### config.mk
export PLATFORM = sky130hd
export DESIGN_NAME = cpu_fetch_stage
export DESIGN_NICKNAME = d
export VERILOG_FILES = /design/src/rtl/cpu_fetch_stage_pkg.sv /design/src/rtl/cpu_if_id_reg.sv /design/src/rtl/cpu_fetch_stage.sv
export SDC_FILE = /design/constraint.sdc
export NUM_CORES = 1
export LEC_CHECK = 0
export BUFFER_PORTS_ARGS = -buffer_cell sky130_fd_sc_hd__buf_2
export CAP_MARGIN = 40
export CELL_PAD_IN_SITES_DETAIL_PLACEMENT = 2
export CELL_PAD_IN_SITES_GLOBAL_PLACEMENT = 2
export CORE_MARGIN = 2
export CORE_UTILIZATION = 29
export CTS_CLUSTER_DIAMETER = 200
export CTS_CLUSTER_SIZE = 40
export DETAILED_ROUTE_END_ITERATION = 6
export GPL_ROUTABILITY_DRIVEN = 0
export PLACE_DENSITY = 0.86
export SYNTH_ARGS = -nofsm -noshare
export SYNTH_HDL_FRONTEND = slang
export SYNTH_HIERARCHICAL = 1
export SYNTH_SLANG_ARGS = --single-unit
export TNS_END_PERCENT = 100
### constraint.sdc
create_clock -name clk -period 3.6 [get_ports clk]
set_input_delay 0.18 -clock clk [delete_from_list [all_inputs] [get_ports clk]]
set_output_delay 0.18 -clock clk [all_outputs]
set_load 0.05 [all_outputs]
### src/rtl/cpu_fetch_stage_pkg.sv
// Shared encodings for the fetch stage: PC actions from EX, hazard vector
// bit positions and fetch FSM states.
package cpu_fetch_stage_pkg;

  localparam logic [1:0] PC_INC_NORMAL = 2'd0;
  localparam logic [1:0] PC_INC_BRANCH = 2'd1;
  localparam logic [1:0] PC_INC_JUMP   = 2'd2;

  localparam int HAZARD_STALL_IF  = 0;
  localparam int HAZARD_STALL_ID  = 1;
  localparam int HAZARD_STALL_EX  = 2;
  localparam int HAZARD_STALL_MEM = 3;
  localparam int HAZARD_STALL_WB  = 4;

  localparam int HAZARD_FLUSH_IF  = 0;
  localparam int HAZARD_FLUSH_ID  = 1;
  localparam int HAZARD_FLUSH_EX  = 2;
  localparam int HAZARD_FLUSH_MEM = 3;
  localparam int HAZARD_FLUSH_WB  = 4;

  typedef enum logic {
    FETCH_RUN    = 1'b0,
    FETCH_HALTED = 1'b1
  } fetch_state_e;

  function automatic logic [31:0] pc_plus4(input logic [31:0] pc);
    return pc + 32'd4;
  endfunction

endpackage

### src/rtl/cpu_if_id_reg.sv
// IF/ID pipeline register: flush > stall(hold) > bubble request > load.
// Exposes which of load/bubble/hold happened this cycle for the statistics.
module cpu_if_id_reg
  import cpu_fetch_stage_pkg::*;
(
  input  logic        clk,
  input  logic        clr_n,
  input  logic        flush_i,
  input  logic        stall_i,
  input  logic        bubble_i,
  input  logic [31:0] pc_i,
  input  logic [31:0] instr_i,
  output logic [31:0] pc_o,
  output logic [31:0] pc_plus4_o,
  output logic [31:0] instr_o,
  output logic        valid_o,
  output logic        load_o,
  output logic        bubble_o,
  output logic        hold_o
);

  logic [31:0] pc_q, pc_plus4_q, instr_q;
  logic        valid_q;

  assign bubble_o = flush_i | (!stall_i & bubble_i);
  assign hold_o   = !flush_i & stall_i;
  assign load_o   = !flush_i & !stall_i & !bubble_i;

  always_ff @(posedge clk) begin
    if (!clr_n || bubble_o) begin
      pc_q       <= '0;
      pc_plus4_q <= '0;
      instr_q    <= '0;
      valid_q    <= 1'b0;
    end else if (load_o) begin
      pc_q       <= pc_i;
      pc_plus4_q <= pc_plus4(pc_i);
      instr_q    <= instr_i;
      valid_q    <= 1'b1;
    end
  end

  assign pc_o       = pc_q;
  assign pc_plus4_o = pc_plus4_q;
  assign instr_o    = instr_q;
  assign valid_o    = valid_q;

endmodule

### src/rtl/cpu_fetch_stage.sv
// Instruction fetch stage: PC, syscall halt FSM, statistics counters and
// the IF/ID register instance.
module cpu_fetch_stage
  import cpu_fetch_stage_pkg::*;
#(
  parameter logic [31:0] RESET_PC   = 32'h0000_0000,
  parameter logic [31:0] HALT_INSTR = 32'h0000_000C
) (
  input  logic        clk,
  input  logic        clr_n,
  input  logic [4:0]  stalls,
  input  logic [4:0]  flushs,
  input  logic [1:0]  pc_inc_ex,
  input  logic [31:0] pc_target_ex,
  output logic [31:0] imem_addr,
  input  logic [31:0] imem_data,
  output logic [31:0] pc_id,
  output logic [31:0] pc_plus4_id,
  output logic [31:0] instr_id,
  output logic        valid_id,
  output logic        halted,
  output logic [31:0] fetch_count,
  output logic [31:0] bubble_count,
  output logic [31:0] stall_count
);

  logic [31:0]  pc_q, pc_d;
  fetch_state_e state_q, state_d;
  logic [31:0]  fetch_cnt_q, bubble_cnt_q, stall_cnt_q;
  logic         redirect, hold_pc, is_halted, halt_hit;
  logic         id_load, id_bubble, id_hold;
  logic         unused_hazard_bits;

  assign unused_hazard_bits = ^{stalls[4:2], flushs[4:2], flushs[0]};

  assign redirect  = (pc_inc_ex != PC_INC_NORMAL);
  assign hold_pc   = stalls[HAZARD_STALL_IF] | stalls[HAZARD_STALL_ID];
  assign is_halted = (state_q == FETCH_HALTED);
  // The syscall itself enters ID but the PC stays parked on it.
  assign halt_hit  = id_load && (imem_data == HALT_INSTR);

  cpu_if_id_reg u_if_id (
    .clk        (clk),
    .clr_n      (clr_n),
    .flush_i    (flushs[HAZARD_FLUSH_ID] | redirect),
    .stall_i    (stalls[HAZARD_STALL_ID]),
    .bubble_i   (stalls[HAZARD_STALL_IF] | is_halted),
    .pc_i       (pc_q),
    .instr_i    (imem_data),
    .pc_o       (pc_id),
    .pc_plus4_o (pc_plus4_id),
    .instr_o    (instr_id),
    .valid_o    (valid_id),
    .load_o     (id_load),
    .bubble_o   (id_bubble),
    .hold_o     (id_hold)
  );

  always_comb begin
    pc_d    = pc_plus4(pc_q);
    state_d = state_q;
    if (redirect)                          pc_d = pc_target_ex;
    else if (is_halted || hold_pc || halt_hit) pc_d = pc_q;
    case (state_q)
      FETCH_RUN:    if (halt_hit) state_d = FETCH_HALTED;
      FETCH_HALTED: if (redirect) state_d = FETCH_RUN;
      default:      state_d = FETCH_RUN;
    endcase
  end

  always_ff @(posedge clk) begin
    if (!clr_n) begin
      pc_q         <= RESET_PC;
      state_q      <= FETCH_RUN;
      fetch_cnt_q  <= '0;
      bubble_cnt_q <= '0;
      stall_cnt_q  <= '0;
    end else begin
      pc_q    <= pc_d;
      state_q <= state_d;
      if (id_load)   fetch_cnt_q  <= fetch_cnt_q + 32'd1;
      if (id_bubble) bubble_cnt_q <= bubble_cnt_q + 32'd1;
      if (id_hold)   stall_cnt_q  <= stall_cnt_q + 32'd1;
    end
  end

  assign imem_addr    = pc_q;
  assign halted       = is_halted;
  assign fetch_count  = fetch_cnt_q;
  assign bubble_count = bubble_cnt_q;
  assign stall_count  = stall_cnt_q;

endmodule

# --- Word level (Yosys, flattened, before mapping) ---
# Index checks and enable logic that the tools add are counted.
# W data, S select, Z words.
totals:
  ff_bits: 226
  out_inout_bits: 226
  elab_cells: 38
op_classes:
  add_sub_neg: 4
  eq_ne: 2
  mux: 5
  bitwise_logic: 9
  n_reduce_logical: 9
op_table:
  columns: ["operator", "n"]
  rows:
  - ["$add A32 B1 Y32 const B", 3]
  - ["$mux W32", 2]
  - ["$add A32 B3 Y32 const B", 1]
  - ["$eq A32 B4 Y1 const B", 1]
  - ["$and A1 B1 Y1", 4]
  - ["$logic_not A1 Y1", 4]
  - ["$or A1 B1 Y1", 4]
  - ["$logic_or A1 B1 Y1", 3]
  - ["$mux W1", 2]
  - ["$ne A2 B2 Y1 const B", 1]
  - ["$pmux W1 S2", 1]
  - ["$reduce_bool A2 Y1", 1]
  - ["$logic_and A1 B1 Y1", 1]
  - ["$not A1 Y1", 1]

# --- Longest topological paths before layout ---
depth:
  depth_word: 9
  depth_mapped: 13
  mapped_depth_nobuf: 8

# --- Hierarchy ---
# Netlist, hierarchy kept.
modules_own_cells:
  columns: ["module", "n_inst", "cells_each", "area_per_inst_um2", "seq_area_each_um2"]
  rows:
  - ["cpu_fetch_stage", 1, 761, 6372.4, 2582.5]
  - ["cpu_if_id_reg", 1, 473, 3852.4, 1901.8]

# --- Least setup slack after synthesis ---
# No wires, ideal clock.
synth_timing:
  path_kind: "reg2reg"
  from: "register state_q, in the netlist halted"
  to: "register pc_q[2], in the netlist imem_addr[2]"
  arrival_time_ps: 3118
  required_time_ps: 3509
  setup_slack_ps: 391
  stages_incl_launch_ff: 14
  path_buffers: 5
  period_less_slack_ps: 3209
  cell_sequence: "dfxtp_1 -> or2_2 -> or3_1 -> inv_2 -> buf_8 -> buf_2 -> buf_4 -> nor4b_1 -> and4_4 -> and3_1 -> buf_2 -> buf_4 -> o21ai_0 -> a311oi_1"
synth_between:
  elab_chain_cells: 6
synth_lines:
  columns: ["item", "line", "text"]
  rows:
  - ["from (decl)", "cpu_fetch_stage.sv:28", "fetch_state_e state_q, state_d;"]
  - ["from (signal assigned)", "cpu_fetch_stage.sv:80", "state_q <= state_d;"]
  - ["$or A1 B1 Y1", "cpu_fetch_stage.sv:47", ".bubble_i (stalls[HAZARD_STALL_IF] | is_halted),"]
  - ["$logic_not A1 Y1", "cpu_if_id_reg.sv:27", "assign load_o = !flush_i & !stall_i & !bubble_i;"]
  - ["$and A1 B1 Y1", "cpu_if_id_reg.sv:27", null]
  - ["named net id_load", "cpu_fetch_stage.sv:31", "logic id_load, id_bubble, id_hold;"]
  - ["$logic_and A1 B1 Y1", "cpu_fetch_stage.sv:40", "assign halt_hit = id_load && (imem_data == HALT_INSTR);"]
  - ["$logic_or A1 B1 Y1", "cpu_fetch_stage.sv:63", "else if (is_halted || hold_pc || halt_hit) pc_d = pc_q;"]
  - ["$ne A2 B2 Y1 (no source line)", null, null]
  - ["to (signal assigned)", "cpu_fetch_stage.sv:79", "pc_q <= pc_d;"]
  - ["to (decl)", "cpu_fetch_stage.sv:27", "logic [31:0] pc_q, pc_d;"]
# The timed path passes the listed nets, and every way through them passes these cells.
# A chain may end at the register's enable or synchronous reset.

# --- Worst setup path in the final report ---
layout_timing:
  from: "register state_q, in the netlist halted"
  to: "register fetch_cnt_q[25], in the netlist fetch_count[25]"
layout_between:
  elab_chain_cells: 3
layout_lines:
  columns: ["item", "line", "text"]
  rows:
  - ["$or A1 B1 Y1", "cpu_fetch_stage.sv:47", null]
  - ["$logic_not A1 Y1", "cpu_if_id_reg.sv:27", null]
  - ["$and A1 B1 Y1", "cpu_if_id_reg.sv:27", null]
  - ["named net id_load", "cpu_fetch_stage.sv:31", null]
  - ["to (signal assigned)", "cpu_fetch_stage.sv:81", "if (id_load) fetch_cnt_q <= fetch_cnt_q + 32'd1;"]
  - ["to (decl)", "cpu_fetch_stage.sv:29", "logic [31:0] fetch_cnt_q, bubble_cnt_q, stall_cnt_q;"]
# The timed path passes the listed nets, and every way through them passes these cells.

==> flow_summary.ini <==
[sta]
period_minus_slack_ns = 3.12
hold_violations = 0
slew_headroom_pct = 50.3
final-setup-viol-count = 0
fin_setup_tns_ns = 0
hold_ws_ns = 0.0235
tightest_slew_ns = 0.745
timing.fmax_ghz = 0.320
fin_skew_ns = 0.0272
period_share_pct = 86.8
drv_slew = 0
rsz0062_at_grt = false

[final_layout]
nets = 1622
drive_above_1_share_pct = 23.7
final_util_pct = 37.1
stdcell_count = 1995
area_growth_pct = 25.6

[critical_path]
end_kind = register
cpLargestDelayFamily = simple AND/OR/NAND/NOR gates
crit_required_ns = 3.99
crit_fanout = 20
worst_path_max_delay_cell = or4_1
path_class = reg -> reg
cp.buffers_inverters = 1
worstPathCellList = or2_2 -> or3_2 -> inv_4 -> nand4_2 -> or4_1 -> nor4_1 -> xnor2_1 -> nor2_1
critPathMaxStageDelay_ns = 0.73
reg2reg_slack_ns = 0.48
cp.arrival_ns = 3.52
critical_path.startpoint_type = register

[synth]
synthesis.area_um2 = 10200
ys_warn_count = 6
avgSynthCellArea_um2 = 8.29
ys.flop_type = dfxtp_1
synth-edff-count = 0
async_flop_share_pct = 0
synth_common_cells = 224 x dfxtp_1, 193 x nand2_1, 106 x a21oi_1
synth_most_common_cell = dfxtp_1
synth_nets = 1317
yosys_register_bits = 224
ys_top_cells_by_area = dfxtp_1 44%, nand2_1 7.1%, a21oi_1 5.2%, xnor2_1 4.6%, xor2_1 3.9%
syn-instance-count = 1234
synth_seq_area_share_pct = 43.9
yosysTopAreaCellShare_pct = 43.9
yosysTopAreaCell = dfxtp_1
synthDistinctLibCells = 60

[clock_network]
cts.sinks = 224
cts_made_buffers = 9
clock_path_buffers = 3
root_buffer = clkbuf_16
cts_resized = 0
clk_latency_ns = 0.50
path_clk_slew_ns = 0.15
htreeDepth = 1
cts_tree = yes

[route]
routedWlPerCell_um = 20.4
detail-route-antenna-nets = 0
routed_wl_um = 40700
drc_errors = 0
vias = 10500
drt_iter0_drc = 476
firstDrtPassIters = 4
viasPerCell = 5.25

[die]
num_rows = 68
die_h_um = 192
io_pins = 304
die_area_um2 = 36800
die_x_um = 192
design.core.area_um2 = 34600
initial_core_util_pct = 29.5

[power]
peakVddDrop_v = 0.000292
power_w = 0.00435
p_leak_nw = 4.96
powerDensity_nw_per_um2 = 339

[worst_hold_path]
min_path_type = in -> reg

[global_routing]
groute.usage.overall_pct = 21.6
grt_max_degree = 112
first_global_vias = 11300
grt_pass1_wl_um = 63500
grt-ovfl-total = 0
grt_antenna_before_repair = 2

[placed_design]
dp_hpwl_um = 28600
port_buffers = 296
place_inst = 1935

[run]
drv_cap = 0

[run_status]
status = finished, final reports clean
routing by layer:
metal	part of all wire [%]	track usage, %	vias up
li1	-	-	4928
met1	42	26.0	5244
met2	50	39.5	259
met3	5.2	3.91	45
met4	2.1	5.18	2
met5	0.025	0	-
worst register-to-register path, stage by stage (launching register included):
cell and delay, ns:
dfxtp_1 0.40, or2_2 0.31, or3_2 0.53, inv_4 0.25, nand4_2 0.20, or4_1 0.73
nor4_1 0.38, xnor2_1 0.17, nor2_1 0.06
placed cells by master, fill, tap and decap left out, types with 3 or more instances in the layout:
cell type      instances
xnor2_1               54
and3_1                20
o21ai_0               70
nor3_2                 3
a31oi_1               10
or3_1                 23
buf_2                297
or3_2                  3
mux2i_1                8
nor4_1                22
nand4_1               44
nor2_1               101
nor3b_1                9
and4_1                22
nor4_2                 5
or4_1                  7
nand2_1              192
o31ai_1                6
a21oi_2                3
nand4_2                5
dlygate4sd3_1         48
nand4b_1               3
xor2_1                45
ha_1                   5
a311oi_1               3
a211oi_1              19
dfxtp_1              224
a21oi_1              106
buf_4                 18
nand3_1               47
and2_1                12
nor3_1                39
inv_1                 22
clkbuf_16              9
power by group:
part           switching [W]  internal [W]
logic               0.000292      0.000145
clock network       0.000849      0.000470
registers          0.0000791       0.00251
total                0.00122       0.00313
cell type report:
| class | count | area, um2 |
|---|---|---|
| well taps | 455 | 569 |
| multi-input cells | 916 | 5330 |
| flip-flops and latches | 224 | 4480 |
| repair buffers | 364 | 2120 |
| fillers | 3970 | 21800 |
| clock inverters | 1 | 16.3 |
| inverters | 24 | 92.6 |
| diodes | 2 | 5.00 |
| clock buffers | 9 | 225 |
state kept, by name (all words and copies together), names as in the netlist:
signal	cells
halted	1
u_if_id/instr_o	32
u_if_id/valid_o	1
u_if_id/pc_o	32
bubble_count	32
fetch_count	32
imem_addr	32
u_if_id/pc_plus4_o	30
stall_count	32
what timing repair did:
| item | CTS | global route |
|---|---|---|
| hold buffers | 48 | 0 |
| endpoints found under the hold margin | 48 | 0 |
| buffers inserted | 0 | 0 |
path summary, 6_finish.rpt:
kind	startpoint	cells past startpoint	endpoint
min reg2reg	u_if_id/pc_o[2]	2	u_if_id/pc_o[2]
min	pc_target_ex[26]	3	imem_addr[26]
max reg2reg	halted	8	fetch_count[25]
max	halted	8	fetch_count[25]
cells by family (layout without fill, tap and decap cells):
family | Yosys count | after routing | share of synthesized area, %
compound gates | 225 | 225 | 12.5
xor+xnor | 99 | 99 | 8.48
fa+ha+maj | 5 | 5 | 0.612
buf+inv | 94 | 398 | 4.22
flops | 224 | 224 | 43.9
mux | 8 | 8 | 0.783
other cells | 0 | 2 | 0
simple gates | 579 | 579 | 29.5
through the flow:
stage	area, um2	setup slack (ns)
2_1_floorplan	10200	0.391
3_3_place_gp	12100	0.576
3_5_place_dp	12100	0.397
4_1_cts	12800	0.443
5_1_grt	12800	0.332
6_report	12800	0.476
No activity file was read; power rests on OpenSTA's default activity.
